`src/rtl/pacman_score_keeper_if.sv`:
```
// rtl/pacman_score_keeper_if.sv - event and status bundle between game logic and the score keeper
interface pacman_score_keeper_if;
  logic        start;
  logic        ack;
  logic        tick;
  logic        pellet;
  logic        power;
  logic        ghost_hit;
  logic [15:0] score;
  logic [2:0]  lives;
  logic        frightened;
  logic        ghost_eaten;
  logic        respawn;
  logic        win;
  logic        lose;
  logic        playing;

  modport master (
    output start, ack, tick, pellet, power, ghost_hit,
    input  score, lives, frightened, ghost_eaten, respawn, win, lose, playing
  );

  modport slave (
    input  start, ack, tick, pellet, power, ghost_hit,
    output score, lives, frightened, ghost_eaten, respawn, win, lose, playing
  );
endinterface

```
`src/rtl/pacman_score_keeper.sv`:
```
// rtl/pacman_score_keeper.sv - Pac-Man score, lives, pellet and frightened-timer keeper (optional PACMAN_EXTRA_LIFE_EN)
module pacman_score_keeper #(
  parameter int NUM_PELLETS = 240,
  parameter int START_LIVES = 3,
  parameter int POWER_TICKS = 300
) (
  input  logic             clk,
  input  logic             reset,
  pacman_score_keeper_if.slave game
);

  localparam logic [1:0] ST_IDLE = 2'd0;
  localparam logic [1:0] ST_PLAY = 2'd1;
  localparam logic [1:0] ST_WIN  = 2'd2;
  localparam logic [1:0] ST_LOSE = 2'd3;

  localparam int PW_RAW = $clog2(NUM_PELLETS + 1);
  localparam int PW     = (PW_RAW < 2) ? 2 : PW_RAW;
  localparam int TW_RAW = $clog2(POWER_TICKS + 1);
  localparam int TW     = (TW_RAW < 1) ? 1 : TW_RAW;

  localparam logic [PW-1:0] PELLETS_INIT = PW'(NUM_PELLETS);
  localparam logic [TW-1:0] TICKS_INIT   = TW'(POWER_TICKS);
  localparam logic [2:0]    LIVES_INIT   = 3'(START_LIVES);

  logic [1:0]    state_q, state_d;
  logic [15:0]   score_q, score_d;
  logic [2:0]    lives_q, lives_d;
  logic [PW-1:0] pellets_q, pellets_d;
  logic [TW-1:0] timer_q, timer_d;
  logic          frightened_q;
  logic          ghost_eaten_q;
  logic          respawn_q, respawn_d;
  logic          win_q, lose_q, playing_q;

  logic          in_play;
  logic          eat;
  logic          lethal;
  logic          won;
  logic          award;
  logic [1:0]    consumed;
  logic [3:0]    tens_inc;
  logic [15:0]   inc;
  logic [16:0]   sum;
  logic [15:0]   score_sat;
  logic [PW-1:0] pellets_rem;

`ifdef PACMAN_EXTRA_LIFE_EN
  logic          awarded_q, awarded_d;
`endif

  // Digit-wise decimal add; bit 16 is the carry out of the thousands digit.
  function automatic logic [16:0] bcd_add(input logic [15:0] a, input logic [15:0] b);
    logic [4:0]  d;
    logic        c;
    logic [15:0] r;
    c = 1'b0;
    r = 16'h0000;
    for (int i = 0; i < 4; i++) begin
      d = 5'(a[4*i +: 4]) + 5'(b[4*i +: 4]) + 5'(c);
      if (d > 5'd9) begin
        d = d + 5'd6;
        c = 1'b1;
      end else begin
        c = 1'b0;
      end
      r[4*i +: 4] = d[3:0];
    end
    return {c, r};
  endfunction

  always_comb begin
    in_play     = (state_q == ST_PLAY);
    eat         = in_play & game.ghost_hit & frightened_q;
    lethal      = in_play & game.ghost_hit & ~frightened_q;
    consumed    = {1'b0, game.pellet} + {1'b0, game.power};
    tens_inc    = (game.pellet ? 4'd1 : 4'd0) + (game.power ? 4'd5 : 4'd0);
    inc         = {4'h0, (eat ? 4'h2 : 4'h0), tens_inc, 4'h0};
    sum         = bcd_add(score_q, inc);
    score_sat   = sum[16] ? 16'h9999 : sum[15:0];
    pellets_rem = (pellets_q > PW'(consumed)) ? (pellets_q - PW'(consumed)) : '0;
  end

  always_comb begin
    state_d   = state_q;
    score_d   = score_q;
    lives_d   = lives_q;
    pellets_d = pellets_q;
    timer_d   = timer_q;
    respawn_d = 1'b0;
    won       = 1'b0;
    award     = 1'b0;
`ifdef PACMAN_EXTRA_LIFE_EN
    awarded_d = awarded_q;
`endif

    case (state_q)
      ST_IDLE: begin
        if (game.start) begin
          state_d   = ST_PLAY;
          score_d   = 16'h0000;
          lives_d   = LIVES_INIT;
          pellets_d = PELLETS_INIT;
          timer_d   = '0;
`ifdef PACMAN_EXTRA_LIFE_EN
          awarded_d = 1'b0;
`endif
        end
      end

      ST_PLAY: begin
        score_d   = score_sat;
        pellets_d = pellets_rem;
        won       = (pellets_rem == '0);
`ifdef PACMAN_EXTRA_LIFE_EN
        award = ~awarded_q & (score_q[15:12] == 4'h0) & (score_sat[15:12] != 4'h0);
        if (award) begin
          awarded_d = 1'b1;
        end
`endif
        // Clearing the last pellet outranks a simultaneous lethal hit.
        if (lethal && !won) begin
          timer_d = '0;
          if (award) begin
            respawn_d = 1'b1;
          end else if (lives_q > 3'd1) begin
            lives_d   = lives_q - 3'd1;
            respawn_d = 1'b1;
          end else begin
            lives_d = 3'd0;
            state_d = ST_LOSE;
          end
        end else begin
          if (award) begin
            lives_d = (lives_q == 3'd7) ? 3'd7 : lives_q + 3'd1;
          end
          if (game.power) begin
            timer_d = TICKS_INIT;
          end else if (game.tick && timer_q != '0) begin
            timer_d = timer_q - TW'(1);
          end
        end
        if (won) begin
          state_d = ST_WIN;
        end
      end

      default: begin
        if (game.ack) begin
          state_d = ST_IDLE;
        end
      end
    endcase
  end

  always_ff @(posedge clk or negedge reset) begin
    if (!reset) begin
      state_q       <= ST_IDLE;
      score_q       <= 16'h0000;
      lives_q       <= LIVES_INIT;
      pellets_q     <= PELLETS_INIT;
      timer_q       <= '0;
      frightened_q  <= 1'b0;
      ghost_eaten_q <= 1'b0;
      respawn_q     <= 1'b0;
      win_q         <= 1'b0;
      lose_q        <= 1'b0;
      playing_q     <= 1'b0;
    end else begin
      state_q       <= state_d;
      score_q       <= score_d;
      lives_q       <= lives_d;
      pellets_q     <= pellets_d;
      timer_q       <= timer_d;
      frightened_q  <= (timer_d != '0);
      ghost_eaten_q <= eat;
      respawn_q     <= respawn_d;
      win_q         <= (state_d == ST_WIN);
      lose_q        <= (state_d == ST_LOSE);
      playing_q     <= (state_d == ST_PLAY);
    end
  end

`ifdef PACMAN_EXTRA_LIFE_EN
  always_ff @(posedge clk or negedge reset) begin
    if (!reset) begin
      awarded_q <= 1'b0;
    end else begin
      awarded_q <= awarded_d;
    end
  end
`endif

  assign game.score       = score_q;
  assign game.lives       = lives_q;
  assign game.frightened  = frightened_q;
  assign game.ghost_eaten = ghost_eaten_q;
  assign game.respawn     = respawn_q;
  assign game.win         = win_q;
  assign game.lose        = lose_q;
  assign game.playing     = playing_q;

endmodule
```
`src/flat_wrapper.sv`:
```
// flat-port wrapper written by rule: the top's interface ports become plain ports
module pacman_score_keeper_flat 
#(
  parameter int NUM_PELLETS = 240,
  parameter int START_LIVES = 3,
  parameter int POWER_TICKS = 300
)
  (clk, reset, game_start, game_ack, game_tick, game_pellet, game_power, game_ghost_hit, game_score, game_lives, game_frightened, game_ghost_eaten, game_respawn, game_win, game_lose, game_playing);
  pacman_score_keeper_if game_i ();
  input  logic clk;
  input  logic reset;
  input wire logic [$bits(game_i.start)-1:0] game_start;
  input wire logic [$bits(game_i.ack)-1:0] game_ack;
  input wire logic [$bits(game_i.tick)-1:0] game_tick;
  input wire logic [$bits(game_i.pellet)-1:0] game_pellet;
  input wire logic [$bits(game_i.power)-1:0] game_power;
  input wire logic [$bits(game_i.ghost_hit)-1:0] game_ghost_hit;
  output wire logic [$bits(game_i.score)-1:0] game_score;
  output wire logic [$bits(game_i.lives)-1:0] game_lives;
  output wire logic [$bits(game_i.frightened)-1:0] game_frightened;
  output wire logic [$bits(game_i.ghost_eaten)-1:0] game_ghost_eaten;
  output wire logic [$bits(game_i.respawn)-1:0] game_respawn;
  output wire logic [$bits(game_i.win)-1:0] game_win;
  output wire logic [$bits(game_i.lose)-1:0] game_lose;
  output wire logic [$bits(game_i.playing)-1:0] game_playing;
  assign game_i.start = game_start;
  assign game_i.ack = game_ack;
  assign game_i.tick = game_tick;
  assign game_i.pellet = game_pellet;
  assign game_i.power = game_power;
  assign game_i.ghost_hit = game_ghost_hit;
  assign game_score = game_i.score;
  assign game_lives = game_i.lives;
  assign game_frightened = game_i.frightened;
  assign game_ghost_eaten = game_i.ghost_eaten;
  assign game_respawn = game_i.respawn;
  assign game_win = game_i.win;
  assign game_lose = game_i.lose;
  assign game_playing = game_i.playing;
  pacman_score_keeper #(.NUM_PELLETS(NUM_PELLETS), .START_LIVES(START_LIVES), .POWER_TICKS(POWER_TICKS)) u_core (.clk(clk), .reset(reset), .game(game_i));
endmodule
```
`config.mk`:
```
export PLATFORM = sky130hd
export DESIGN_NAME = pacman_score_keeper_flat
export DESIGN_NICKNAME = d
export VERILOG_FILES = /design/src/rtl/pacman_score_keeper_if.sv /design/src/rtl/pacman_score_keeper.sv /design/src/flat_wrapper.sv
export SDC_FILE = /design/constraint.sdc
export NUM_CORES = 1
export LEC_CHECK = 0
export ABC_AREA = 1
export CORE_ASPECT_RATIO = 0.9
export CORE_UTILIZATION = 58
export CTS_CLUSTER_DIAMETER = 40
export DETAILED_ROUTE_END_ITERATION = 10
export PLACE_DENSITY = 0.82
export SLEW_MARGIN = 20
export SYNTH_ARGS = -nofsm -noshare
export SYNTH_HDL_FRONTEND = slang
export SYNTH_SLANG_ARGS = --single-unit
export TNS_END_PERCENT = 20
```
`constraint.sdc`:
```
create_clock -name clk -period 6.98 [get_ports clk]
set_input_delay 1.396 -clock clk [delete_from_list [all_inputs] [get_ports clk]]
set_output_delay 1.396 -clock clk [all_outputs]
set_load 0.03 [all_outputs]
```
==> summary.txt, run 1 <==
Yosys
  – Synth Register Bits: 44
  – Yosys top cell by area: dfrtp_1
  – Count leader, synth: nand2_1
  – Mapped Nets: 396
  – Synth top area cells: dfrtp_1, nand2_1, inv_1
  – Cell variety after synth: 35
  – Warnings, synthesis: 0
  – Top cells by instance count after synthesis: nand2_1, inv_1, nor2_1
  – Synth top area share: 0.337
  – Post-synth top flop: dfrtp_1
  – Post-synth EDFFs: 0
  – Synth Instances: 369
  – Sequential area share after synthesis: 0.393
  – Mean Syn Cell Area: 7.64 sq um
  – Mapped cell area: 2820 sq um
  – Asr flop ratio synth: 1.00

Layout
  – Layout Cell Area excl Fill: 3280 sq um
  – ANT cells: 0
  – Layout Cells excl Fill: 466
  – Final design utilization: 0.720
  – Layout cells sized above 1: 0.101
  – Synthesis-to-layout area growth: 16.3%
  – Nets: 430

Routing
  – Vias: 2,543
  – DRC Markers: 0
  – Vias/cell: 5.46
  – Drt wl/cell: 13.7 um
  – Initial DRC Count: 148
  – First-pass iteration count of the detailed router: 4
  – Routed wire length: 6.39 mm
  – Remaining antenna violation count after routing: 0

Clock network
  – CTS tree: yes
  – Num CTS Buffers: 5
  – Root Buffer: clkbuf_8
  – Reg clk slew, reported paths: 80 ps
  – Clk_lat worst skew: 300 ps
  – H-tree levels: 2
  – CTS hold repair buffers: 0
  – Clk sink count: 44
  – Setup Fix Bufs, Post-CTS: 0
  – Max Root-Sink Buffers: 2
  – Post_cts resized: 0

Min path
  – Hold Path Class: register to register
  – Hold_sp: u_core.game.score[0]$_DFFE_PN0P_

Power and ir drop
  – Psw: 0.892 mW
  – Comb pwr share: 0.638
  – Sw Share: 0.502
  – Total power: 1.78 mW
  – Cell-internal power: 0.885 mW
  – Peak supply drop: 0.000302 V
  – Power Density: 542 nW/um^2
  – Clock power frac: 0.094
  – P_leak: 1.68 nW
  – Seq pwr share: 0.268

Critical path
  – CP peak stage delay: 490 ps
  – Critical path's slowest cell: clkdlybuf4s50_1
  – Required time of the worst setup path: 7220 ps
  – Setup crit start kind: primary input
  – Crit Path Class: primary input to register
  – Worst setup path startpoint: game_power
  – Critical path capture point type: register
  – Most frequent cell on the critical path: nand2_1
  – CP Cell Sequence: clkdlybuf4s50_1 > ha_1 > fa_1 > fa_1 > xor2_1 > nor2_1 > or2_2 > nand2_1 > ha_1 > inv_1 > fa_1 > xor2_1 > nand2_1 > nand2_1 > nand2_1 > ha_1 > ha_1 > xnor2_1 > a31o_2 > nand2_1 > a21oi_1 > o21ai_0 > nand2_1
  – Crit path max fanout: 6
  – WP data arrival: 6570 ps
  – Worst r2r src: u_core.game.score[1]$_DFFE_PN0P_

Die
  – Die width: 75.5 um
  – I/O pin total: 33
  – Row count: 23
  – DIE HEIGHT: 68.1 um
  – Initial core utilization: 0.620
  – Total core area: 4550 sq um
  – Die area: 5140 sq um

Place
  – Worst slack, placed: 406 ps
  – Port bufs: 32
  – Placed Cells: 458
  – RePlAce Congestion: 0.960
  – Area post-placement: 3180 sq um
  – DP HPWL: 4.81 mm

STA
  – # setup viols final: 0
  – Slew Viols, Final: 0
  – Slew HR: 0.329
  – Setup ws final: 649 ps
  – Final worst-path cycle share: 0.907
  – RSZ-0062 raised after global routing: no
  – Setup TNS: 0 ps
  – WHS: 505 ps
  – Final min period: 6330 ps
  – Achievable Freq: 158 MHz
  – Final hold violations: 0
  – Least-Margin Pin Slew: 1000 ps
  – Clk_skew: 6.70 ps

GRT
  – Gr ovfl total: 0
  – Initial antenna violation count: 0
  – First-pass GRT wire length: 10.7 mm
  – Total GRT Usage: 0.282
  – Pin count of the biggest net entering global routing: 45
  – Vias in the first global route: 2,350

Run status
  – Status: complete, no violations

Job
  – Max_cap viols: 0
[layer usage]
layer / GRT usage / vias up / share of wire
li1: - / 1247 / -
met1: 0.376 / 1183 / 0.45
met2: 0.446 / 99 / 0.46
met3: 0.0619 / 14 / 0.073
met4: 0.116 / 0 / 0.019
met5: 0 / - / 0
[cell families after synthesis]
group           count (synthesis)  share of synthesized area
buf+inv                        72                     0.0990
simple gates                  162                      0.244
compound gates                 61                      0.135
xor+xnor                       11                     0.0342
flops                          44                      0.393
fa+ha+maj                      19                     0.0950
[power by group through the flow]
stage	logic [mW]	clock network (mW)	registers (mW)
2_1_floorplan	0.697	0	0.574
3_3_place_gp	1.07	0	0.477
3_5_place_dp	1.11	0	0.480
4_1_cts	1.13	0.170	0.476
5_1_grt	1.27	0.184	0.493
6_report	1.13	0.167	0.477
[layout make-up]
cell class                      count  area [sq um]
Fill cell                         387          1270
Clock buffer                        6          82.6
Inverter                           67           251
Timing Repair Buffer               32           315
Sequential cell                    44          1110
Multi-Input combinational cell    253          1430
Clock inverter                      2          10.0
Tap cell                           62          77.6
[registers in the layout, indices dropped and copies added, names as in the netlist]
register / count
u_core.game.lives: 3
u_core.game.respawn: 1
u_core.state_q: 2
u_core.game.win: 1
u_core.game.ghost_eaten: 1
u_core.game.frightened: 1
u_core.game.lose: 1
u_core.pellets_q: 8
u_core.timer_q: 9
u_core.game.score: 16
u_core.game.playing: 1
[cells in the final DEF, fill, tap and decap left out, drive strengths merged, types with 2 or more instances in the layout]
master         Yosys  layout
dfrtp             38      38
o211ai             3       3
xor2              10      10
o21ai             22      22
clkdlybuf4s50      0      31
a21oi             22      22
inv               67      67
o22ai              3       3
nor3               3       3
clkbuf             3       6
clkinv             0       2
fa                 4       4
nand2             86      86
a22oi              6       6
nor2              46      46
ha                15      15
nand3             21      21
nand4              4       4
dfstp              6       6
[final timing paths]
path	end	slack, ps	cells past startpoint
setup / recovery	u_core.game.score[6]$_DFFE_PN0P_	650	23
setup reg to reg	u_core.game.score[6]$_DFFE_PN0P_	1950	23
hold / removal	u_core.game.score[0]$_DFFE_PN0P_	500	2
max in group asynchronous	u_core.game.respawn$_DFF_PN0_	5140	1
hold reg to reg	u_core.game.score[0]$_DFFE_PN0P_	500	2
min in group asynchronous	u_core.pellets_q[2]$_DFFE_PN0P_	1240	1
[critical path: cells and delay by family]
kind | cells | cell delay [ps]
XOR/XNOR | 3 | 760
buffers and inverters | 2 | 540
adder cells (fa/ha/maj) | 7 | 2250
AND/OR/NAND/NOR | 8 | 1060
AO/OA/AOI/OAI | 3 | 530
Power figures use the tool's default switching activity.
==> inputs of run 2 (changes only) <==
CORE_ASPECT_RATIO = 0.5   (was 0.9)
CORE_UTILIZATION = 29   (was 58)
PLACE_DENSITY = unset   (was 0.82)
==> summary.txt, run 2 (synthesis results as in run 1) <==
STA
  – Final min period: 6180 ps (-152 ps)
  – Slew Viols, Final: 0 (unchanged)
  – Slew HR: 0.302 (-0.0277)
  – RSZ-0062 raised after global routing: no
  – Setup TNS: 0 ps (unchanged)
  – Least-Margin Pin Slew: 1040 ps (+41.3 ps)
  – # setup viols final: 0 (unchanged)
  – Setup ws final: 801 ps (+152 ps)
  – Final worst-path cycle share: 0.885 (-0.0218)
  – Achievable Freq: 162 MHz (+2.5%)
  – Clk_skew: 3.57 ps (-3.13 ps)
  – Final hold violations: 0 (unchanged)

Clock network
  – Num CTS Buffers: 5 (unchanged)
  – CTS hold repair buffers: 0 (unchanged)
  – Root Buffer: clkbuf_16
  – CTS tree: yes
  – Clk sink count: 44 (unchanged)
  – Clk_lat worst skew: 280 ps (-20 ps)
  – Max Root-Sink Buffers: 2 (unchanged)
  – Post_cts resized: 0 (unchanged)
  – H-tree levels: 2 (unchanged)
  – Setup Fix Bufs, Post-CTS: 0 (unchanged)
  – Reg clk slew, reported paths: 60 ps (-20 ps)

Die
  – Total core area: 9070 sq um (+99%)
  – DIE HEIGHT: 71.7 um (+5.2%)
  – I/O pin total: 33 (unchanged)
  – Die area: 10,100 sq um (+97%)
  – Die width: 141 um (+87%)
  – Row count: 24 (+4.3%)
  – Initial core utilization: 0.311 (-0.309)

Layout
  – Fillers: 965 (+150%)
  – Nets: 430 (unchanged)
  – ANT cells: 0 (unchanged)
  – Synthesis-to-layout area growth: 21.3%
  – Final design utilization: 0.377 (-0.344)
  – Most frequent cells in the layout: nand2_1, inv_1, nor2_1, dfrtp_1, clkdlybuf4s50_1
  – Layout cells sized above 1: 0.101 (unchanged)
  – Most common cell after layout, fill and taps aside: nand2_1
  – Max reg flops: 16 (unchanged)

Power and ir drop
  – Sw Share: 0.482 (-0.0199)
  – Peak supply drop: 0.000133 V (-56%)
  – Power Density: 528 nW/um^2 (-2.7%)
  – P_leak: 1.69 nW (+0.90%)
  – Psw: 0.869 mW (-2.6%)
  – Clock power frac: 0.130 (+0.036)
  – Seq pwr share: 0.265 (-0.003)
  – Total power: 1.80 mW (+1.5%)
  – Comb pwr share: 0.605 (-0.033)
  – Cell-internal power: 0.934 mW (+5.5%)

Routing
  – Routed wire length: 6.47 mm (+1.2%)
  – Vias: 2,370 (-6.8%)
  – Drt wl/cell: 12.1 um (-12%)
  – First-pass iteration count of the detailed router: 4 (unchanged)
  – Vias/cell: 4.44 (-19%)
  – Initial DRC Count: 142 (-4.1%)
  – DRC Markers: 0 (unchanged)
  – Remaining antenna violation count after routing: 0 (unchanged)

Min path
  – Hold depth: 2 (unchanged)
  – Hold Path Class: register to register

GRT
  – Total GRT Usage: 0.141 (-0.141)
  – Initial antenna violation count: 0 (unchanged)
  – Gr ovfl total: 0 (unchanged)
  – Vias in the first global route: 2,382 (+1.4%)
  – Pin count of the biggest net entering global routing: 45 (unchanged)
  – First-pass GRT wire length: 11.3 mm (+5.8%)

Place
  – Port bufs: 32 (unchanged)
  – Worst slack, placed: 542 ps (+136 ps)
  – DP HPWL: 4.78 mm (-0.61%)
  – RePlAce Congestion: 0.790 (-18%)

Critical path
  – Crit Path Class: primary input to register
  – Critical path capture point type: register
  – Worst-case reg-to-reg path depth: 25 (+8.7%)
  – Required time of the worst setup path: 7180 ps (-40 ps)
  – WP data arrival: 6380 ps (-190 ps)
  – Crit path max fanout: 6 (unchanged)
  – Setup crit start kind: primary input

Run status
  – Status: complete, no violations

Job
  – Max_cap viols: 0 (unchanged)
[run 2: changes by cell type in the layout (fill, tap and decap cells not counted)]
cell	change
clkinv_2	-2
clkinv_4	+1
clkinvlp_4	+2
clkbuf_8	-6
clkbuf_16	+5
[run 2: area by class of cell]
type                            count  area, sq um  share of cell area
Multi-Input combinational cell    253         1430               0.419
Sequential cell                    44         1110               0.324
Timing Repair Buffer               32          315              0.0923
Inverter                           67          251              0.0736
Tap cell                          130          163              0.0476
Clock buffer                        5          125              0.0366
Clock inverter                      3         23.8             0.00696
[run 2: per-stage QoR]
| step | std cells | area, sq um | hold slack [ps] |
|---|---|---|---|
| floorplan | 369 | 2820 | 487 |
| finish | 534 | 3420 | 513 |
| detailed placement | 526 | 3270 | 498 |
| CTS | 534 | 3420 | 515 |
| global placement | 526 | 3270 | 507 |
| global route | 534 | 3420 | 551 |
[run 2: worst paths after layout]
check,from,to,slack [ps]
min in group asynchronous,reset,u_core.game.win$_DFF_PN0_,1280
max in group asynchronous,reset,u_core.pellets_q[2]$_DFFE_PN0P_,5080
hold / removal,u_core.game.score[0]$_DFFE_PN0P_,u_core.game.score[0]$_DFFE_PN0P_,510
setup reg to reg,u_core.game.score[1]$_DFFE_PN0P_,u_core.game.score[9]$_DFFE_PN0P_,2080
setup / recovery,game_power,u_core.game.score[9]$_DFFE_PN0P_,800
hold reg to reg,u_core.game.score[0]$_DFFE_PN0P_,u_core.game.score[0]$_DFFE_PN0P_,510
[run 2: power by group through the flow]
stage	logic, mW	clock network [mW]	registers (mW)
global placement	1.09	0	0.483
CTS	1.10	0.242	0.479
detailed placement	1.10	0	0.482
finish	1.09	0.234	0.477
floorplan	0.697	0	0.574
global route	1.27	0.254	0.497
[run 2: critical path, cell delays in order]
cell and delay (ps):
clkdlybuf4s50_1 470, ha_1 360, fa_1 420, fa_1 430, xor2_1 230, nor2_1 70
or2_2 300, nand2_1 130, ha_1 190, inv_1 60, fa_1 400, xor2_1 230
nand2_1 70, nand2_1 80, nand2_1 100, ha_1 210, ha_1 220, nand2_1 60
a21oi_1 60, a21oi_1 160, a31o_2 170, nand2_1 170, inv_1 160, o21ai_0 100
o22ai_1 110
[run 2: metal layers]
metal,vias to the layer above,GRT usage,share of wire
li1,1241,-,-
met1,1096,0.194,0.51
met2,31,0.232,0.45
met3,2,0.0328,0.036
met4,0,0.0203,0.0029
met5,-,0,0
